<file path="config.mk">
export PLATFORM = sky130hd
export DESIGN_NAME = fft_result_streamer
export DESIGN_NICKNAME = d
export VERILOG_FILES = /design/src/rtl/fft_pkg.sv /design/src/rtl/fft_abs_sum.sv /design/src/rtl/fft_result_streamer.sv
export SDC_FILE = /design/constraint.sdc
export NUM_CORES = 1
export LEC_CHECK = 0
export ABC_AREA = 1
export BUFFER_PORTS_ARGS = -buffer_cell sky130_fd_sc_hd__buf_2
export CORE_ASPECT_RATIO = 1.4
export CORE_UTILIZATION = 25
export DETAILED_ROUTE_END_ITERATION = 10
export PLACE_DENSITY = 0.43
export SYNTH_ARGS = -nofsm -noshare
export SYNTH_HDL_FRONTEND = slang
export SYNTH_SLANG_ARGS = --single-unit
</file>
<file path="constraint.sdc">
create_clock -name clk -period 3.5 [get_ports clk]
set_input_delay 0.175 -clock clk [delete_from_list [all_inputs] [get_ports clk]]
set_output_delay 0.175 -clock clk [all_outputs]
set_load 0.02 [all_outputs]
</file>
<file path="src/rtl/fft_pkg.sv">
// Shared FFT constants, stream FSM states and the packed-bus bin-slice helper.
package fft_pkg;

  localparam int unsigned FFT_N     = 16;
  localparam int unsigned FFT_WIDTH = 16;
  localparam int unsigned FFT_IDX_W = $clog2(FFT_N);

  typedef enum logic [0:0] {
    StIdle,
    StStream
  } stream_state_e;

  // Bin k of a packed bus lives at [FFT_WIDTH*k +: FFT_WIDTH].
  function automatic logic signed [FFT_WIDTH-1:0] fft_bin(
    input logic [FFT_WIDTH*FFT_N-1:0] i_bus,
    input logic [FFT_IDX_W-1:0]       i_k
  );
    return i_bus[FFT_WIDTH*i_k +: FFT_WIDTH];
  endfunction

endpackage

</file>
<file path="src/rtl/fft_abs_sum.sv">
// Combinational |a|+|b| for signed inputs; abs is taken as unsigned WIDTH bits so the
// most negative value maps to 2^(WIDTH-1) and the WIDTH+1 bit sum cannot overflow.
module fft_abs_sum #(
  parameter int unsigned WIDTH = 16
) (
  input  logic signed [WIDTH-1:0] i_a,
  input  logic signed [WIDTH-1:0] i_b,
  output logic        [WIDTH:0]   o_sum
);

  logic [WIDTH-1:0] w_abs_a;
  logic [WIDTH-1:0] w_abs_b;

  assign w_abs_a = i_a[WIDTH-1] ? (~unsigned'(i_a) + 1'b1) : unsigned'(i_a);
  assign w_abs_b = i_b[WIDTH-1] ? (~unsigned'(i_b) + 1'b1) : unsigned'(i_b);
  assign o_sum   = {1'b0, w_abs_a} + {1'b0, w_abs_b};

endmodule

</file>
<file path="src/rtl/fft_result_streamer.sv">
// Snapshots a parallel FFT result on fft_done and streams one bin per valid/ready beat,
// flagging frames that arrive while a stream is still in progress.
module fft_result_streamer
  import fft_pkg::*;
#(
  parameter int unsigned WIDTH  = FFT_WIDTH,
  parameter int unsigned N_BINS = FFT_N,
  localparam int unsigned IDX_W = $clog2(N_BINS)
) (
  input  logic                      clk,
  input  logic                      rst_n,
  input  logic                      fft_done,
  input  logic [WIDTH*N_BINS-1:0]   fft_real_in,
  input  logic [WIDTH*N_BINS-1:0]   fft_imag_in,
  output logic                      out_valid,
  input  logic                      out_ready,
  output logic [IDX_W-1:0]          out_index,
  output logic signed [WIDTH-1:0]   out_real,
  output logic signed [WIDTH-1:0]   out_imag,
  output logic [WIDTH:0]            out_mag,
  output logic                      out_last,
  output logic                      busy,
  output logic                      overrun
);

  localparam logic [IDX_W-1:0] LAST_IDX = IDX_W'(N_BINS - 1);

  stream_state_e           r_state;
  stream_state_e           w_state_d;
  logic [IDX_W-1:0]        r_index;
  logic [IDX_W-1:0]        w_index_d;
  logic                    r_overrun;
  logic                    w_overrun_d;
  logic                    w_capture;
  logic                    w_accept;
  logic                    w_at_last;
  logic signed [WIDTH-1:0] r_snap_re [N_BINS];
  logic signed [WIDTH-1:0] r_snap_im [N_BINS];

  assign w_accept  = (r_state == StStream) && out_ready;
  assign w_at_last = (r_index == LAST_IDX);

  always_comb begin
    w_state_d   = r_state;
    w_index_d   = r_index;
    w_overrun_d = r_overrun;
    w_capture   = 1'b0;
    unique case (r_state)
      StIdle: begin
        if (fft_done) begin
          w_capture = 1'b1;
          w_index_d = '0;
          w_state_d = StStream;
        end
      end
      StStream: begin
        if (w_accept && w_at_last) begin
          // A frame landing on the final handshake chains straight into the next stream.
          if (fft_done) begin
            w_capture = 1'b1;
            w_index_d = '0;
          end else begin
            w_state_d = StIdle;
          end
        end else begin
          if (w_accept) w_index_d = r_index + 1'b1;
          if (fft_done) w_overrun_d = 1'b1;
        end
      end
      default: w_state_d = StIdle;
    endcase
  end

  always_ff @(posedge clk or negedge rst_n) begin
    if (!rst_n) begin
      r_state   <= StIdle;
      r_index   <= '0;
      r_overrun <= 1'b0;
    end else begin
      r_state   <= w_state_d;
      r_index   <= w_index_d;
      r_overrun <= w_overrun_d;
    end
  end

  always_ff @(posedge clk or negedge rst_n) begin
    if (!rst_n) begin
      for (int k = 0; k < N_BINS; k++) begin
        r_snap_re[k] <= '0;
        r_snap_im[k] <= '0;
      end
    end else if (w_capture) begin
      for (int k = 0; k < N_BINS; k++) begin
        r_snap_re[k] <= fft_real_in[WIDTH*k +: WIDTH];
        r_snap_im[k] <= fft_imag_in[WIDTH*k +: WIDTH];
      end
    end
  end

  assign out_valid = (r_state == StStream);
  assign busy      = (r_state == StStream);
  assign out_index = r_index;
  assign out_real  = r_snap_re[r_index];
  assign out_imag  = r_snap_im[r_index];
  assign out_last  = out_valid && w_at_last;
  assign overrun   = r_overrun;

  fft_abs_sum #(
    .WIDTH(WIDTH)
  ) u_abs_sum (
    .i_a  (out_real),
    .i_b  (out_imag),
    .o_sum(out_mag)
  );

endmodule

</file>
* After elaboration in Yosys (flattened, before gate mapping)
Index checks and enable logic that the tools add are counted.
** Storage, ports and cells
- Register bits after elaboration :: 518
- Output and inout bits :: 57
- Word-level logic and storage cells :: 68
** Operators by class
- Add/sub/neg operators :: 4
- Magnitude comparators :: 1
- Equal/unequal tests :: 2
- Multiplexer cells :: 17
- Bitwise gates (word level) :: 5
- Reduce and logical (&&, ||, !) cells :: 4
** Operator list (count)
- $bmux 16 s4 :: 2
- $mux 16 :: 6
- $add 16x1->16 const B :: 2
- $not 16->16 :: 2
- $add 16x16->17 :: 1
- $mux 4 :: 3
- $pmux 4 s2 :: 1
- $ge 5x5->1 const B :: 1
- $not 4->5 :: 1
- $add 4x1->4 const B :: 1
- $eq 4x4->1 const B :: 1
- $pmux 1 s2 :: 2
- $logic_and 1x1->1 :: 3
- $mux 1 :: 3
- $ne 3x1->1 const B :: 1
- $reduce_and 3->1 :: 1
- $not 1->1 :: 2

* Longest topological paths before layout
Gate-level depths: netlist of the first run.
- Word-level depth :: 8
- Depth in mapped cells :: 26

* Hierarchy
From an unflattened synthesis of the first run, not the netlist that was laid out.
** Second synthesis, totals
- Cells, all modules :: 3776
- Area, all modules :: 27147.3 um2
** Modules (own cells, without submodules)
- fft_result_streamer :: instances 1, cells an instance 3436, area each 25390.6 um2, sequential area each 12962.4 um2
- fft_abs_sum :: instances 1, cells an instance 340, area each 1756.7 um2, sequential area each 0.0 um2

* Worst setup path after synthesis of the first run
Ideal clock, no wire load.
- Kind :: reg-to-output
- Start :: reg r_index[2] (netlist: out_index[2])
- End :: out out_mag[14]
- Arrival :: 3.868 ns
- Data required time :: 3.325 ns
- Path slack :: -0.543 ns
- Cell stages (with the launch flop) :: 21
- Path buffers :: 2
- Path through :: dfrtp_1 buf_4 nand2_1 inv_1 clkbuf_1 nand2_1 nand2_1 inv_1 nand2_1 inv_1 ha_1 nand2_1 nand2_1 inv_1 fa_1 o21ai_0 a21oi_1 o21ai_0 a21oi_1 o21ai_0 xor2_1
** On the way
- Word-level cells in the longest chain between the ends :: 8
** Ends and longest elaborated chain
- from (decl) :: line fft_result_streamer.sv:30 : logic [IDX_W-1:0] r_index;
- from (signal assigned) :: line fft_result_streamer.sv:81 : r_index <= w_index_d;
- $not 4->5 (not written as such) (*) :: line fft_result_streamer.sv:104 : assign out_imag = r_snap_im[r_index];
- $bmux 16 s4 (*) :: line fft_result_streamer.sv:104
- $mux 16 (not written as such) (*) (2 in a row) :: line fft_result_streamer.sv:104
- via out_imag[1] :: line fft_result_streamer.sv:19 : output logic signed [WIDTH-1:0] out_imag,
- $not 16->16 :: line fft_abs_sum.sv:15 : assign w_abs_b = i_b[WIDTH-1] ? (~unsigned'(i_b) + 1'b1) : unsigned'(i_b);
- $add 16x1->16 :: line fft_abs_sum.sv:15
- $mux 16 (*) :: line fft_abs_sum.sv:15
- $add 16x16->17 (*) :: line fft_abs_sum.sv:16 : assign o_sum = {1'b0, w_abs_a} + {1'b0, w_abs_b};
- to (decl) :: line fft_result_streamer.sv:20 : output logic [WIDTH:0] out_mag,
The timed path passes the listed nets; every way through them passes the cells marked *. The select of a mux whose other input is x is not followed.

* Final worst setup path of the first run
- Start :: reg r_index[0] (netlist: out_index[0])
- End :: out out_mag[13]
** On the way
- Word-level cells in the longest chain between the ends :: 8
** Ends and longest elaborated chain (line)
- $not 4->5 (not written as such) (*) :: fft_result_streamer.sv:103, fft_result_streamer.sv:104
- $bmux 16 s4 (on tied branches) :: fft_result_streamer.sv:103, fft_result_streamer.sv:104
- $mux 16 (on tied branches) (2 in a row) :: fft_result_streamer.sv:103, fft_result_streamer.sv:104
- $not 16->16 (on tied branches) :: fft_abs_sum.sv:14, fft_abs_sum.sv:15
- $add 16x1->16 (on tied branches) :: fft_abs_sum.sv:14, fft_abs_sum.sv:15
- $mux 16 (on tied branches) :: fft_abs_sum.sv:14, fft_abs_sum.sv:15
- $add 16x16->17 (*) :: fft_abs_sum.sv:16
Every way passes the cells marked *; elsewhere a longest branch is shown, timed or not. The select of a mux whose other input is x is not followed.

==> flow_summary.json, run 1 <==
{
  "outcome": "finished with violations",
  "violations": "setup timing",
  "muxShareOfSynthArea_pct": 11.9,
  "final_nets": 4976,
  "start_kind": "flop",
  "path_class": "flop to output pin",
  "synth_seq_cells": 518,
  "clock_sinks": 518,
  "start_util_pct": 25.3,
  "final_hold_viol_count": 0,
  "crit_buf_inv": 9,
  "antenna_found_initial": 26,
  "synth.distinct_cells": 38,
  "ant_nets": 0,
  "cp.depth": 23,
  "die-width_um": 277,
  "max_stage_delay_ns": 0.54,
  "finalWirelength_mm": 117,
  "drt_iter0_markers": 1098,
  "cts.clk_slew.worst_paths_ns": 0.06,
  "die_h_um": 387,
  "synth_nets": 3673,
  "tightest_slew_ns": 0.609,
  "setup_viol_count_final": 16,
  "hold_slack_ns": 0.0761,
  "maxClockFrequency_ghz": 0.227,
  "maxCapViolCount": 0,
  "slew_headroom_pct": 59.4,
  "crit_path_end": "out_mag[13]",
  "worstPathRequired_ns": 3.32,
  "rsz0062_at_grt": "yes",
  "drive_gt1_share_pct": 35.8,
  "worst_r2r_endpoint": "r_snap_re[81]$_DFFE_PN0P_",
  "cts_tree": "done",
  "crit_fanout": 10,
  "grt-ovfl-total": 0,
  "io_pins": 573,
  "drc": 0,
  "critPathTopFamily": "buffers and inverters",
  "syn_to_final_growth_pct": 60.2,
  "synthCells": 3137,
  "grt_pass1_wl_mm": 174,
  "htreeDepth": 2,
  "cp-end-kind": "output pin",
  "dp_hpwl_mm": 85.8,
  "grt_pass1_vias": 27852,
  "avgRoutedWirePerCell_um": 20.0,
  "synthAdderAreaFrac_pct": 0.973,
  "synth_top_family_by_area": "simple AND/OR/NAND/NOR gates",
  "slew_violations": 0,
  "synth-compound-area-share_pct": 8.56,
  "syn-cell-area_mm2": 0.0265,
  "via_count": 26107,
  "port-buffer-count": 572,
  "min_period_over_period_pct": 126,
  "cp.arrival_ns": 4.24,
  "via_per_inst": 4.46,
  "avgSynthCellArea_um2": 8.44,
  "period_needed_ns": 4.41,
  "clk-insertion-delay-late_ns": 0.65,
  "fin_util_pct": 40.6,
  "reg2reg_slack_ns": 0.44,
  "slowest_stage": "dfrtp_4",
  "grt_max_degree": 93,
  "grt_use_total_pct": 21.6,
  "synth-xor-area-share_pct": 0.860,
  "gp_congestion": 0.846,
  "tns_ns": -11.34,
  "first_pass_iters": 5,
  "cts_buffers": 60,
  "ys_seq_area_share_pct": 48.9,
  "design.core.area_mm2": 0.105,
  "die_area_mm2": 0.107,
  "rr_worst_depth": 11,
  "yosys.area_share.simple_pct": 20.4,
  "clk_path_buf_depth": 3,
  "root_buffer": "clkbuf_16",
  "fin_ws_ns": -0.913,
  "path_cells": "buf_12 > buf_12 > buf_12 > buf_8 > o211ai_1 > nand2_1 > buf_6 > nand2_4 > nand2_2 > nor2_4 > buf_4 > buf_4 > nand3_1 > nand2_1 > nand3_1 > nand2_1 > inv_2 > ha_4 > a21o_1 > a311oi_2 > o41ai_2 > xor2_1 > buf_4",
  "ys.warnings.count": 0,
  "hold_path.class": "input port to asynchronous set/reset pin",
  "rr_startpoint": "out_index[0]$_DFFE_PN0P_",
  "cp-startpoint": "out_index[0]$_DFFE_PN0P_",
  "fin_worst_skew_ns": 0.0279,
  "rows": 140
}
## flip-flops by register name, indices dropped and copies added (netlist names)
name	count
busy	1
out_index	4
overrun	1
r_snap_im	256
r_snap_re	256
## how the worst min path moves through the flow
stage,from,endpoint,cells past startpoint
2_1_floorplan,rst_n,busy$_DFF_PN0_,0
3_3_place_gp,rst_n,r_snap_re[69]$_DFFE_PN0P_,1
3_5_place_dp,rst_n,r_snap_re[69]$_DFFE_PN0P_,1
4_1_cts,rst_n,r_snap_re[69]$_DFFE_PN0P_,2
5_1_grt,rst_n,r_snap_re[81]$_DFFE_PN0P_,2
6_report,rst_n,r_snap_re[69]$_DFFE_PN0P_,2
## Yosys cell counts, drive strengths merged
master | count | area (µm²)
fa | 1 | 20.0
o21ai | 111 | 559
o221ai | 3 | 26.3
a311oi | 1 | 8.76
o211ai | 23 | 173
buf | 134 | 853
nand2 | 604 | 2270
clkbuf | 52 | 195
mux2 | 280 | 3150
a21boi | 1 | 7.51
a21o | 2 | 15.0
a22oi | 3 | 22.5
o41ai | 1 | 8.76
o21bai | 1 | 7.51
o22ai | 10 | 62.6
inv | 307 | 1150
nand3 | 188 | 941
a21oi | 268 | 1340
xnor2 | 6 | 52.6
clkinv | 1 | 3.75
and3 | 1 | 6.26
a31oi | 2 | 27.5
xor2 | 20 | 175
ha | 19 | 238
nand4 | 5 | 31.3
o2111ai | 1 | 8.76
nor3 | 4 | 25.0
dfrtp | 518 | 13000
nor2 | 570 | 2140
## cells in the final DEF, fill, tap and decap left out, drive strengths merged
cell type and n:
o221ai 3, clkbuf 93, ha 19, inv 310
dfrtp 518, clkinv 16, nand4 5, diode 13
a31oi 2, a22oi 3, mux2 280, o21ai 111
a311oi 1, a21boi 1, xnor2 6, o22ai 10
o2111ai 1, nor2 570, and3 1, nand3 188
nand2 604, dlygate4sd3 516, bufinv 3, a21oi 268
xor2 20, a21o 2, clkinvlp 1, nor3 4
bufbuf 2, fa 1, o21bai 1, buf 906
o211ai 23, o41ai 1
## cell type report
cell class / instances / area (µm²)
Tap cell: 1349 / 1690
Fill cell: 10526 / 62100
Sequential cell: 518 / 13000
Clock inverter: 22 / 216
Antenna cell: 13 / 32.5
Clock buffer: 90 / 1810
Timing Repair Buffer: 1427 / 11700
Inverter: 308 / 1180
Multi-Input combinational cell: 2125 / 12800
## stage by stage
step                cells  area (µm²)  setup WS (ns)
detailed placement   5165       32900         -0.607
CTS                  5828       41800         -0.990
global placement     5165       32900         -0.571
finish               5852       42400         -0.913
floorplan            3137       26600        -0.0241
global route         5851       42400          -1.15
## routing by layer
metal / part of all wire [%] / wire [µm] / track usage [%] / up-vias
met2: 49 / 57600 / 37.4 / 699
met1: 40 / 47400 / 25.1 / 12456
met3: 4.4 / 5190 / 3.91 / 278
li1: - / - / - / 12656
met5: 0.098 / 115 / 0 / -
met4: 5.8 / 6780 / 12.1 / 18
## timing repair
item | 4_1_cts | 5_1_grt
gates cloned | 9 | 2
endpoints found under the hold margin | 702 | 0
pin swaps | 110 | 121
hold buffers | 516 | 0
gates resized for setup | 289 | 175
setup buffers | 26 | 14
setup endpoints to repair | 17 | 17
## logic make-up after synthesis
logic type | count (synthesis)
xor+xnor | 26
mux | 280
compound gates | 427
flops | 518
fa+ha+maj | 20
simple gates | 1372
buf+inv | 494
## worst register-to-register path, stage by stage, from the launching register on
cell     delay [ns]
dfrtp_4        0.49
buf_6          0.23
buf_16         0.23
ha_1           0.17
inv_1          0.06
nor3_1         0.27
nand2_1        0.14
nand2_1        0.17
nand2_4        0.30
buf_12         0.30
buf_12         0.22
mux2_2         0.36
Power of run 1 is left out: the tool's default activity adds up to more than one toggle a clock period on the data nets, which glitch-free logic cannot reach.
==> inputs of run 2 (changes only) <==
--- a/config.mk
+++ b/config.mk
@@ -7,10 +7,11 @@
 export LEC_CHECK = 0
 export ABC_AREA = 1
 export BUFFER_PORTS_ARGS = -buffer_cell sky130_fd_sc_hd__buf_2
+export CAP_MARGIN = 5
 export CORE_ASPECT_RATIO = 1.4
-export CORE_UTILIZATION = 25
+export CORE_UTILIZATION = 35
 export DETAILED_ROUTE_END_ITERATION = 10
-export PLACE_DENSITY = 0.43
+export PLACE_DENSITY = 0.56
 export SYNTH_ARGS = -nofsm -noshare
 export SYNTH_HDL_FRONTEND = slang
 export SYNTH_SLANG_ARGS = --single-unit
==> flow_summary.json, run 2 (synthesis results as in run 1) <==
{
  "grt_max_degree": 97,
  "start_util_pct": 35.3,
  "worst_r2r_endpoint": "r_snap_re[83]$_DFFE_PN0P_",
  "rows": 119,
  "grt_pass1_vias": 27367,
  "grt-ovfl-total": 0,
  "grt_use_total_pct": 28.2,
  "tightest_slew_ns": 0.828,
  "cts_buffers": 54,
  "hold_path.class": "input port to asynchronous set/reset pin",
  "slew_headroom_pct": 44.8,
  "via_count": 26523,
  "design.core.area_mm2": 0.0750,
  "maxCapViolCount": 0,
  "violations": "setup timing",
  "dp_hpwl_mm": 76.0,
  "die_area_mm2": 0.0768,
  "period_needed_ns": 4.55,
  "maxClockFrequency_ghz": 0.220,
  "cp-end-kind": "output pin",
  "setup_viol_count_final": 16,
  "start_kind": "flop",
  "rsz0062_at_grt": "yes",
  "fin_ws_ns": -1.05,
  "outcome": "finished with violations",
  "tns_ns": -12.22,
  "final_common_cell": "buf_2",
  "via_per_inst": 4.89,
  "grt_pass1_wl_mm": 162,
  "first_pass_iters": 7,
  "gp_congestion": 0.881,
  "crit_fanout": 7,
  "met1_usage_pct": 33.6,
  "worstPathRequired_ns": 3.32,
  "die-width_um": 235,
  "min_period_over_period_pct": 130,
  "rr_worst_depth": 13,
  "grt_busiest_layer": "met2",
  "ant_nets": 0,
  "avgRoutedWirePerCell_um": 20.3,
  "clock_sinks": 518,
  "port-buffer-count": 572,
  "htreeDepth": 2,
  "antenna_found_initial": 7,
  "path_class": "flop to output pin",
  "root_buffer": "clkbuf_16",
  "io_pins": 573,
  "fin_worst_skew_ns": 0.0150,
  "clk_path_buf_depth": 3,
  "cp.arrival_ns": 4.38,
  "slew_violations": 0,
  "final_hold_viol_count": 0,
  "reg2reg_slack_ns": 0.13,
  "final_cell_mix": "555 x buf_2, 536 x nand2_1, 525 x nor2_1",
  "final_nets": 4951,
  "cts.clk_slew.worst_paths_ns": 0.07,
  "rr_startpoint": "out_index[0]$_DFFE_PN0P_",
  "syn_to_final_growth_pct": 55.4,
  "finalWirelength_mm": 110,
  "drive_gt1_share_pct": 33.7,
  "cts_tree": "done",
  "grtUsageMet3_pct": 4.13,
  "clk-insertion-delay-late_ns": 0.63,
  "finalInstanceArea_mm2": 0.0412,
  "drc": 0,
  "drt_iter0_markers": 1669,
  "placedInstanceArea_mm2": 0.0321,
  "met2_usage_pct": 48.2,
  "die_h_um": 328
}
## run 2: cell count changes in the layout (fill, tap and decap cells not counted), moves of 14 or more
cell / previous run / this run
nor2_4: 32 / 16
nor2_1: 507 / 525
nand3_2: 38 / 20
nand2_1: 511 / 536
nand2_2: 67 / 53
nand3_1: 144 / 162
## run 2: stage by stage
| stage | cells | hold WS, ns | utilization [%] | setup slack, ns |
|---|---|---|---|---|
| 2_1_floorplan | 3137 | -0.121 | - | -0.0241 |
| 3_3_place_gp | 4764 | 0.288 | 42.8 | -0.586 |
| 3_5_place_dp | 4764 | 0.286 | 42.8 | -0.593 |
| 4_1_cts | 5403 | 0.209 | 53.8 | -1.02 |
| 5_1_grt | 5427 | 0.236 | 54.8 | -1.22 |
| 6_report | 5428 | 0.194 | 54.9 | -1.05 |
## run 2: cell type report
cell class	count	area [µm²]
diodes	5	12.5
clock buffers	71	1520
clock inverters	25	348
fillers	6717	33900
inverters	308	1210
multi-input cells	2125	12500
flip-flops and latches	518	13000
well taps	968	1210
repair buffers	1408	11400
## run 2: timing repair
item                                    4_1_cts  5_1_grt
pin swaps                                    60       83
gates resized for setup                     222      133
gates cloned                                  7        3
buffers inserted                             20       19
endpoints found under the setup margin       16       71
hold buffers                                516        0
hold endpoints to repair                    596        0
## run 2: worst max path at each step
stage	slack [ns]	depth (start not counted)	to	start
finish	-1.05	21	out_mag[13]	out_index[0]$_DFFE_PN0P_
global placement	-0.59	23	out_mag[13]	out_index[0]$_DFFE_PN0P_
detailed placement	-0.59	25	out_mag[13]	out_index[0]$_DFFE_PN0P_
CTS	-1.02	23	out_mag[13]	out_index[0]$_DFFE_PN0P_
floorplan	-0.02	18	out_mag[14]	out_index[0]$_DFFE_PN0P_
global route	-1.22	28	out_mag[13]	out_index[0]$_DFFE_PN0P_
## run 2: worst max-delay path, cell delays in order, from the launching register on
cell	delay (ns)
dfrtp_4	0.53
buf_12	0.17
buf_12	0.13
buf_16	0.16
buf_16	0.15
o211ai_1	0.30
nand3_2	0.18
nand3_1	0.11
nand2_1	0.09
nor2_2	0.16
nand4_1	0.14
nand2_1	0.08
nand2_1	0.05
nand2_1	0.05
inv_1	0.09
ha_4	0.29
nand2_1	0.10
inv_1	0.10
a311oi_4	0.35
o41ai_4	0.15
xor2_1	0.18
buf_4	0.17
## run 2: layer usage
metal / vias up / part of all wire (%) / wire (µm)
li1: 12609 / - / -
met1: 12774 / 40 / 44400
met2: 866 / 49 / 54300
met3: 268 / 4.6 / 5090
met4: 6 / 5.7 / 6260
met5: - / 0.035 / 39
Power of run 2 is left out for the same reason.
